[src/rtl/lpc_frame_sequencer.sv]
// Frame-level controller for LPC synthesis: shadow-buffers 13-word frames, swaps them in at frame boundaries
// and produces the excitation stream for synthfilt. Optional macro MUTE_ON_UNDERRUN_EN zeroes x_out in underrun frames.
module lpc_frame_sequencer #(
    parameter int FRAME_LEN = 240,
    parameter int CNT_W     = 16
) (
    input  logic               clk,
    input  logic               rst,
    input  logic               en,
    input  logic               sample_tick,
    input  logic [15:0]        word_in,
    input  logic               word_valid,
    output logic               word_ready,
    input  logic signed [15:0] noise_in,
    output logic signed [15:0] A0,
    output logic signed [15:0] A1,
    output logic signed [15:0] A2,
    output logic signed [15:0] A3,
    output logic signed [15:0] A4,
    output logic signed [15:0] A5,
    output logic signed [15:0] A6,
    output logic signed [15:0] A7,
    output logic signed [15:0] A8,
    output logic signed [15:0] A9,
    output logic signed [15:0] A10,
    output logic signed [15:0] x_out,
    output logic               v_out,
    output logic               frame_start,
    output logic               underrun,
    output logic               busy
);

    // state | meaning
    // IDLE  | no active frame; waits for en and a complete shadow frame
    // RUN   | emitting samples; frame boundary handled the cycle after the last v_out

    localparam logic [CNT_W-1:0] LAST_SAMPLE = CNT_W'(FRAME_LEN - 1);

    typedef enum logic {IDLE = 1'b0, RUN = 1'b1} state_t;

    state_t              state;
    logic [15:0]         shadow [13];
    logic [3:0]          word_cnt;
    logic                shadow_full;
    logic                live;
    logic                frame_end;
    logic                act_voiced;
    logic [14:0]         act_pitch;
    logic [14:0]         act_gain;
    logic [14:0]         pitch_cnt;
    logic [CNT_W-1:0]    sample_cnt;
    logic signed [15:0]  coef [11];
    logic                mute;

    logic                pitch_mode;
    logic                do_load;
    logic signed [31:0]  noise_ext;
    logic signed [31:0]  gain_ext;
    logic signed [31:0]  noise_prod;
    logic signed [15:0]  excitation;
    logic                unused_bits;

    assign A0  = coef[0];
    assign A1  = coef[1];
    assign A2  = coef[2];
    assign A3  = coef[3];
    assign A4  = coef[4];
    assign A5  = coef[5];
    assign A6  = coef[6];
    assign A7  = coef[7];
    assign A8  = coef[8];
    assign A9  = coef[9];
    assign A10 = coef[10];

    // live keeps word_ready low while reset is held
    assign word_ready = live && !shadow_full;

    assign pitch_mode = act_voiced && (act_pitch != 15'd0);
    assign do_load    = en && shadow_full && ((state == IDLE) || frame_end);

    // gain is unsigned Q0.15, so the product always fits after the 15-bit shift
    assign noise_ext  = {{16{noise_in[15]}}, noise_in};
    assign gain_ext   = {17'd0, act_gain};
    assign noise_prod = noise_ext * gain_ext;

    assign unused_bits = ^{noise_prod[31], noise_prod[14:0], shadow[1][15]};

    always_comb begin
        excitation = noise_prod[30:15];
        if (pitch_mode) begin
            excitation = (pitch_cnt == 15'd0) ? $signed({1'b0, act_gain}) : 16'sd0;
        end
`ifdef MUTE_ON_UNDERRUN_EN
        if (mute) begin
            excitation = 16'sd0;
        end
`endif
    end

    always_ff @(posedge clk or negedge rst) begin
        if (!rst) begin
            state       <= IDLE;
            busy        <= 1'b0;
            live        <= 1'b0;
            word_cnt    <= '0;
            shadow_full <= 1'b0;
            frame_end   <= 1'b0;
            act_voiced  <= 1'b0;
            act_pitch   <= '0;
            act_gain    <= '0;
            pitch_cnt   <= '0;
            sample_cnt  <= '0;
            x_out       <= '0;
            v_out       <= 1'b0;
            frame_start <= 1'b0;
            underrun    <= 1'b0;
            mute        <= 1'b0;
            for (int i = 0; i < 13; i++) shadow[i] <= '0;
            for (int i = 0; i < 11; i++) coef[i] <= '0;
        end else begin
            live        <= 1'b1;
            frame_start <= 1'b0;
            v_out       <= 1'b0;

            if (word_valid && word_ready) begin
                shadow[word_cnt] <= word_in;
                if (word_cnt == 4'd12) begin
                    word_cnt    <= '0;
                    shadow_full <= 1'b1;
                end else begin
                    word_cnt <= word_cnt + 4'd1;
                end
            end

            if (do_load) begin
                for (int i = 0; i < 11; i++) coef[i] <= shadow[i + 2];
                act_voiced  <= shadow[0][15];
                act_pitch   <= shadow[0][14:0];
                act_gain    <= shadow[1][14:0];
                shadow_full <= 1'b0;
                frame_start <= 1'b1;
                sample_cnt  <= '0;
                frame_end   <= 1'b0;
                mute        <= 1'b0;
                state       <= RUN;
                busy        <= 1'b1;
                // pitch phase carries across RUN-to-RUN frame changes
                if (state == IDLE) pitch_cnt <= '0;
            end else if (state == RUN) begin
                if (frame_end) begin
                    frame_end <= 1'b0;
                    if (!en) begin
                        state <= IDLE;
                        busy  <= 1'b0;
                    end else begin
                        underrun    <= 1'b1;
                        sample_cnt  <= '0;
                        frame_start <= 1'b1;
                        mute        <= 1'b1;
                    end
                end else if (sample_tick) begin
                    v_out <= 1'b1;
                    x_out <= excitation;
                    if (pitch_mode) begin
                        pitch_cnt <= (pitch_cnt >= act_pitch - 15'd1) ? 15'd0 : pitch_cnt + 15'd1;
                    end
                    if (sample_cnt == LAST_SAMPLE) begin
                        frame_end  <= 1'b1;
                        sample_cnt <= '0;
                    end else begin
                        sample_cnt <= sample_cnt + CNT_W'(1);
                    end
                end
            end
        end
    end

endmodule

[config.mk]
export PLATFORM = sky130hd
export DESIGN_NAME = lpc_frame_sequencer
export DESIGN_NICKNAME = d
export VERILOG_FILES = /design/src/rtl/lpc_frame_sequencer.sv
export SDC_FILE = /design/constraint.sdc
export NUM_CORES = 1
export LEC_CHECK = 0
export CORE_ASPECT_RATIO = 1.25
export CORE_MARGIN = 3
export CORE_UTILIZATION = 35
export CTS_CLUSTER_SIZE = 12
export DETAILED_ROUTE_END_ITERATION = 8
export MAX_ROUTING_LAYER = met4
export PLACE_DENSITY = 0.64
export REMOVE_ABC_BUFFERS = 1
export SLEW_MARGIN = 30
export SYNTH_ARGS = -nofsm -noshare
export SYNTH_HDL_FRONTEND = slang
export SYNTH_SLANG_ARGS = --single-unit
[constraint.sdc]
create_clock -name clk -period 7.4 [get_ports clk]
set_clock_uncertainty 0.2 [all_clocks]
set_input_delay 1.11 -clock clk [delete_from_list [all_inputs] [get_ports clk]]
set_output_delay 1.11 -clock clk [all_outputs]
set_load 0.03 [all_outputs]
==> results of run 1 <==
[per-layer routing]
layer | GRT usage [%] | share of wire [%]
met4 | 5.01 | 2.7
met2 | 29.7 | 50
met5 | - | 0
met1 | 21.0 | 40
met3 | 4.51 | 7.0
[tightest hold or removal path: stages, from the launching register on]
cell,delay [ps]
dfrtp_1,340
nand2_1,40
o21ai_0,60
[metrics by stage]
stage                     setup TNS (ps)  instances  hold WS [ps]
final                                  0       3638           278
after global routing                   0       3637           298
after CTS                              0       3634           280
after detailed placement            -554       3566           267
after global placement              -471       3566           262
after floorplan                 -2331850       2177           244
[cell type report]
class | count | area (sq um)
Antenna cell | 3 | 7.51
Clock buffer | 59 | 1290
Clock inverter | 9 | 85.1
Fill cell | 7247 | 44600
Inverter | 294 | 1100
Multi-Input combinational cell | 1410 | 14300
Sequential cell | 473 | 11800
Tap cell | 1044 | 1310
Timing Repair Buffer | 346 | 3300
[logic make-up after synthesis]
logic type | Yosys count | share of synthesized area, %
compound gates | 169 | 3.67
xor+xnor | 42 | 1.33
fa+ha+maj | 340 | 21.9
buf+inv | 400 | 5.50
flops | 473 | 42.8
mux | 416 | 16.9
other cells | 1 | 0.0136
simple gates | 442 | 7.88
[how the worst min path moves through the flow]
stage | slack, ps | endpoint
after floorplan | 240 | act_pitch[0]$_DFFE_PN0P_
after global placement | 260 | act_pitch[1]$_DFFE_PN0P_
after detailed placement | 270 | underrun$_DFFE_PN0P_
after CTS | 280 | underrun$_DFFE_PN0P_
after global routing | 300 | underrun$_DFFE_PN0P_
final | 280 | x_out[1]$_DFFE_PN0P_
[layout by cell type, fill, tap and decap left out, types with 11 or more instances in the layout]
| cell type | count |
|---|---|
| nand2_1 | 179 |
| clkdlybuf4s50_1 | 232 |
| xor2_1 | 12 |
| a21oi_1 | 37 |
| xnor2_1 | 30 |
| inv_1 | 294 |
| nor2_1 | 53 |
| o21ai_0 | 66 |
| nand4_1 | 12 |
| and2_1 | 122 |
| dfrtp_1 | 473 |
| and3_1 | 22 |
| mux2_2 | 414 |
| fa_1 | 240 |
| nor3_1 | 11 |
| a21o_1 | 13 |
| buf_4 | 103 |
| clkbuf_16 | 49 |
| ha_1 | 100 |
==> key figures, run 1 <==
Finish
  • Max reg flops: 207
  • Layout area overhead: 20.2%
  • Design area: 33300 sq um
  • Layout cells sized above 1: 23.3%
  • Fin util: 42.7%
  • Nets@finish: 2950
  • Reg with most FFs: shadow

Floorplan
  • Core Box Area: 77900 sq um
  • Die X: 257 microns
  • Die height: 320 microns
  • Starting Density: 35.5%
  • DIE AREA: 82500 sq um
  • I/O pin cnt: 234
  • Core Rows: 114

Routing
  • Drt wl/cell: 18.9 microns
  • Post-route ant nets: 0
  • DRC errors left: 0
  • Vias: 17.9k
  • Via density per instance: 4.92
  • Pre-Repair DR Iteration Count: 5
  • Post-Route WL: 68800 microns
  • Initial DRC count: 718

Placement
  • Final GP Congestion: 0.881
  • Dpl ws: -159 ps
  • Post-DP Area: 31800 sq um
  • PortBufs: 233
  • Detail Placement HPWL: 50900 microns

Critical path
  • R2R cell count: 20
  • Critical Path AT: 7270 ps
  • CP top delay family: adder cells
  • Reg2reg end: x_out[15]$_DFFE_PN0P_
  • Worst setup SP type: input pin
  • Setup Crit Path Kind: input pin to flop
  • Critical-path top delay cell: clkdlybuf4s50_1
  • Crit-path max FO: 10
  • Critical Path Start: noise_in[13]
  • Critical Path RT: 7660 ps
  • CP cell instances: clkdlybuf4s50_1, buf_4, nand2_1, fa_1, inv_1, fa_1, fa_1, fa_1, fa_1, inv_1, fa_1, inv_1, ha_1, a21o_1, a21o_1, a21o_1, a311o_1, a221oi_1, o21bai_1, xnor2_1, o21ai_0
  • CP endpoint: x_out[15]$_DFFE_PN0P_
  • Cell mode on critical path: fa_1
  • Reg-to-reg critical path startpoint: act_gain[3]$_DFFE_PN0P_
  • Number of cells on the critical path: 21
  • R2r setup slk: 670 ps
  • Critical path buffers and inverters: 5
  • CP endpoint kind: flop
  • CP peak stage delay: 630 ps

Timing
  • RSZ-0062 raised after global routing: false
  • Pin slew with the least headroom to its limit: 982 ps
  • Period minus WS final: 7010 ps
  • Worst Setup Slack, final: 386 ps
  • Fmax: 143 MHz
  • Final Max Slew Viols: 0
  • Tcrit/Tclk final: 94.8%
  • Max-slew headroom: 34.4%
  • Setup violators final: 0
  • Count of final hold-check violations: 0

Global routing
  • Antenna violations before repair: 3
  • First-pass GRT wire length: 112000 microns
  • Gr usage total: 17.6%
  • GRT overflow: 0
  • Vias in the first global route: 20.1k
  • Largest net degree at the start of global routing: 179

Synth
  • Most frequent cell after synthesis: dfrtp_1
  • Syn_area_per_cell: 12.1 sq um
  • Synth top area cells: dfrtp_1 (43%), fa_1 (17%), mux2_2 (17%)
  • Seq cells post-synth: 473
  • Commonest cells post-synth: dfrtp_1 (473), mux2_2 (414), inv_1 (294), fa_1 (240), nand2_1 (180)
  • Synth cell types: 58
  • Post-synth EDFFs: 0
  • Top cell type by total area after synthesis: dfrtp_1
  • Top-area cell type share of the netlist area: 42.8%
  • Ys async rst share: 100%
  • Register area share after synthesis: 42.8%
  • Mapped Cells: 2283
  • Post-Syn Area: 27700 sq um
  • Primary FF master, synth: dfrtp_1
  • YS warnings: 0

CTS
  • Clock Pin Slew Worst Setup and Hold Paths: 60 ps
  • CTS Buffer Depth: 3
  • CTS Sinks: 473
  • Hold buffer count at CTS: 0
  • Post-CTS Setup Bufs: 0
  • Root buf cell: clkbuf_16
  • Clock latency on the worst-skew pair: 570 ps
  • H-tree Lvls: 2
  • Post-cts sizing count: 0
  • Num CTS Buffers: 48
  • TritonCTS clock tree: built

Run status
  • Status: complete, no violations

Min path
  • Worst hold-check path type: flop to flop
  • Hold_sp: x_out[1]$_DFFE_PN0P_
  • Hold Path Stages: 2

Run
  • Max Cap Viol: 0
Power of run 1 is left out: the tool's default activity adds up to more than one toggle a clock period on the data nets, which glitch-free logic cannot reach.
==> run 2: changes to the inputs <==
SLEW_MARGIN = default   (was 30)
==> key figures, run 2 (synthesis gave the netlist of run 1 again) <==
Run status
  • Status: complete, no violations

Finish
  • Nets@finish: 2949
  • Layout cells sized above 1: 23.2%
  • Storage cell area: 11800 sq um
  • Layout area overhead: 20.1%
  • Reg with most FFs: shadow
  • Commonest non-fill, non-tap cell in the layout: dfrtp_1
  • Filler Cell Count: 7251
  • Fin util: 42.7%
  • Max reg flops: 207
  • Most frequent cells in the layout: dfrtp_1 (473), mux2_2 (414), inv_1 (294)
  • Design area: 33200 sq um
  • Multi-input gate area: 14300 sq um

Routing
  • Post-route ant nets: 0
  • DRC errors left: 0
  • Vias: 17.9k
  • Drt wl/cell: 18.9 microns
  • Via density per instance: 4.91
  • Initial DRC count: 807
  • Post-Route WL: 68900 microns
  • Pre-Repair DR Iteration Count: 5

Timing
  • Pin slew with the least headroom to its limit: 1100 ps
  • Period minus WS final: 7010 ps
  • Setup violators final: 0
  • Worst Setup Slack, final: 386 ps
  • Final Max Slew Viols: 0
  • Max-slew headroom: 26.6%
  • Tcrit/Tclk final: 94.8%
  • Fmax: 143 MHz
  • Setup TNS Final: 0 ps
  • RSZ-0062 raised after global routing: false
  • Count of final hold-check violations: 0

Critical path
  • Critical-path top delay cell: clkdlybuf4s50_1
  • Reg-to-reg critical path startpoint: act_gain[3]$_DFFE_PN0P_
  • Critical Path RT: 7660 ps
  • CP endpoint kind: flop
  • Worst setup SP type: input pin
  • Crit-path max FO: 10
  • Cell mode on critical path: fa_1
  • Setup Crit Path Kind: input pin to flop
  • Critical Path Start: noise_in[13]
  • CP peak stage delay: 630 ps
  • CP cell instances: clkdlybuf4s50_1, buf_4, nand2_1, fa_1, inv_1, fa_1, fa_1, fa_1, fa_1, inv_1, fa_1, inv_1, ha_1, a21o_1, a21o_1, a21o_1, a311o_1, a221oi_1, o21bai_1, xnor2_1, o21ai_0
  • Critical Path AT: 7270 ps

CTS
  • Hold buffer count at CTS: 0
  • Clock latency on the worst-skew pair: 570 ps
  • Post-CTS Setup Bufs: 0
  • Num CTS Buffers: 48
  • CTS Buffer Depth: 3
  • CTS Sinks: 473
  • Clock Pin Slew Worst Setup and Hold Paths: 60 ps
  • Post-cts sizing count: 0
  • Root buf cell: clkbuf_16
  • TritonCTS clock tree: built
  • H-tree Lvls: 2

Global routing
  • GRT Max-Usage Layer: met2
  • M3 GR Usage: 4.51%
  • Antenna violations before repair: 3
  • Gr usage total: 17.6%
  • Vias in the first global route: 20.1k
  • First-pass GRT wire length: 112000 microns
  • GRT overflow: 0
  • Met2 Use GR: 29.7%
  • M1 GR Usage: 21.0%
  • Largest net degree at the start of global routing: 179

Min path
  • Worst hold-check path type: flop to flop
  • Hold_sp: x_out[1]$_DFFE_PN0P_

Floorplan
  • Die X: 257 microns
  • Core Box Area: 77900 sq um
  • I/O pin cnt: 234
  • Die height: 320 microns
  • DIE AREA: 82500 sq um
  • Starting Density: 35.5%
  • Core Rows: 114

Placement
  • PortBufs: 233
  • Detail Placement HPWL: 50900 microns
  • Post-DP Area: 31800 sq um
  • Dpl ws: -159 ps
  • Final GP Congestion: 0.881

Run
  • Max Cap Viol: 0
## run 2: cell count changes in the layout (fill, tap and decap cells not counted), sizes merged
cell and change:
buf -1
## run 2: path summary, 6_finish.rpt
path / to / slack, ps / cells past startpoint
max in group asynchronous: A1[8]$_DFFE_PN0P_ / 5150 / 2
setup / recovery: x_out[15]$_DFFE_PN0P_ / 390 / 21
setup reg to reg: x_out[9]$_DFFE_PN0P_ / 650 / 20
hold reg to reg: x_out[1]$_DFFE_PN0P_ / 280 / 2
min in group asynchronous: A2[1]$_DFFE_PN0P_ / 350 / 1
hold / removal: x_out[1]$_DFFE_PN0P_ / 280 / 2
## run 2: worst max-delay path, delay by kind of cell
kind | cells | cell delay, ps
xor gates and xnor gates | 1 | 130
buffers and inverters | 5 | 1010
and+or+nand+nor | 1 | 90
adders and majority gates | 7 | 3320
AOI/OAI and AO/OA | 7 | 1600
## run 2: stage by stage
stage	hold WS [ps]	instances
after floorplan	244	2177
after global placement	262	3566
after detailed placement	267	3566
after CTS	280	3634
after global routing	298	3636
final	279	3637
## run 2: area by class of cell
cell class / instances / share of cell area [%]
Sequential cell: 473 / 35.6
Timing Repair Buffer: 345 / 9.83
Clock buffer: 59 / 3.89
Clock inverter: 9 / 0.256
Inverter: 294 / 3.32
Tap cell: 1044 / 3.93
Multi-Input combinational cell: 1410 / 43.1
Antenna cell: 3 / 0.0226
## run 2: layer usage
layer / part of all wire, % / routed length [microns]
met1: 40 / 27800
met2: 50 / 34600
met3: 6.8 / 4680
met4: 2.6 / 1820
met5: 0 / 0
Power of run 2 is left out for the same reason.
==> run 3: changes to the inputs <==
CORE_ASPECT_RATIO = default   (was 1.25)
CTS_CLUSTER_SIZE = 20   (was 12)
==> key figures, run 3 (synthesis gave the netlist of run 1 again) <==
Run status
  • Status: complete, no violations

Critical path
  • Crit-path max FO: 7
  • CP peak stage delay: 590 ps
  • CP cell instances: clkdlybuf4s50_1, buf_4, and2_1, fa_1, inv_1, fa_1, fa_1, inv_1, fa_1, fa_1, inv_1, fa_1, inv_1, ha_1, a21oi_1, o21ai_0, a22oi_2, a31oi_2, buf_4, a221oi_1, o21bai_1, xnor2_1, o21ai_0
  • Critical Path RT: 7710 ps
  • Critical Path AT: 7300 ps
  • CP endpoint kind: flop
  • Critical-path top delay cell: fa_1
  • Cell mode on critical path: fa_1
  • Worst setup SP type: input pin
  • Setup Crit Path Kind: input pin to flop

Floorplan
  • Die X: 287 microns
  • I/O pin cnt: 234
  • Starting Density: 35.5%
  • Core Box Area: 77800 sq um
  • Die height: 287 microns
  • DIE AREA: 82400 sq um
  • Core Rows: 102

Timing
  • Fmax: 143 MHz
  • Pin slew with the least headroom to its limit: 1170 ps
  • Max-slew headroom: 21.9%
  • RSZ-0062 raised after global routing: false
  • Period minus WS final: 7000 ps
  • Count of final hold-check violations: 0
  • Setup TNS Final: 0 ps
  • Final Max Slew Viols: 0
  • Worst Setup Slack, final: 404 ps
  • Tcrit/Tclk final: 94.5%
  • Setup violators final: 0

CTS
  • TritonCTS clock tree: built
  • Clock Pin Slew Worst Setup and Hold Paths: 60 ps
  • Clock latency on the worst-skew pair: 610 ps
  • Root buf cell: clkbuf_16
  • CTS Sinks: 473
  • Num CTS Buffers: 51
  • CTS Buffer Depth: 3
  • Hold buffer count at CTS: 0
  • H-tree Lvls: 2

Global routing
  • Vias in the first global route: 20.0k
  • First-pass GRT wire length: 113000 microns
  • Antenna violations before repair: 2
  • GRT overflow: 0
  • Largest net degree at the start of global routing: 162
  • Gr usage total: 18.0%

Placement
  • PortBufs: 233
  • Final GP Congestion: 0.886
  • Post-DP Area: 31700 sq um
  • Dpl ws: -282 ps
  • Detail Placement HPWL: 50200 microns

Routing
  • Pre-Repair DR Iteration Count: 5
  • Initial DRC count: 945
  • Post-Route WL: 70800 microns
  • Vias: 17.8k
  • Via density per instance: 4.90
  • DRC errors left: 0
  • Post-route ant nets: 0
  • Drt wl/cell: 19.4 microns

Finish
  • Design area: 33500 sq um
  • Most frequent cells in the layout: dfrtp_1 (473), mux2_2 (414), inv_1 (294)
  • Max reg flops: 207
  • Layout area overhead: 21.1%
  • Layout cells sized above 1: 23.5%
  • Fin util: 43.0%
  • Nets@finish: 2939
  • Commonest non-fill, non-tap cell in the layout: dfrtp_1
  • Reg with most FFs: shadow

Min path
  • Worst hold-check path type: flop to flop

Run
  • Max Cap Viol: 0
## run 3: final timing paths
path	from	endpoint	slack (ps)	cells after the start
setup / recovery	noise_in[7]	x_out[15]$_DFFE_PN0P_	400	23
hold / removal	shadow[192]$_DFFE_PN0P_	act_pitch[0]$_DFFE_PN0P_	270	2
setup reg to reg	act_gain[6]$_DFFE_PN0P_	x_out[15]$_DFFE_PN0P_	540	21
hold reg to reg	shadow[192]$_DFFE_PN0P_	act_pitch[0]$_DFFE_PN0P_	270	2
max in group asynchronous	rst	A3[13]$_DFFE_PN0P_	4840	2
min in group asynchronous	rst	A4[7]$_DFFE_PN0P_	450	1
## run 3: repair_timing
| item | CTS | global route |
|---|---|---|
| endpoints found under the hold margin | 0 | 0 |
| setup endpoints to repair | 0 | 5 |
| resized for setup | 0 | 3 |
| setup buffers | 0 | 0 |
## run 3: metrics by stage
stage	cells	hold slack, ps
final	3645	274
after global routing	3645	291
after CTS	3644	279
after detailed placement	3549	263
after global placement	3549	257
after floorplan	2177	244
## run 3: final cells by class
cell class,instances,area [sq um]
Fill cell,7311,44300
Multi-Input combinational cell,1410,14300
Sequential cell,473,11800
Timing Repair Buffer,332,3180
Clock buffer,74,1510
Tap cell,1040,1300
Inverter,294,1100
Clock inverter,21,248
Antenna cell,1,2.50
## run 3: routing by layer
| metal | global-route usage (%) | part of all wire (%) |
|---|---|---|
| met1 | 21.9 | 41 |
| met2 | 29.1 | 48 |
| met3 | 5.88 | 8.4 |
| met4 | 4.35 | 2.3 |
| met5 | - | 0 |
## run 3: critical path: cells and delay by family
kind / cells / cell delay [ps]
buf+inv: 7 / 970
compound gates: 7 / 1420
xor+xnor: 1 / 130
fa+ha+maj: 7 / 3480
simple gates: 1 / 160
Power of run 3 is left out for the same reason.
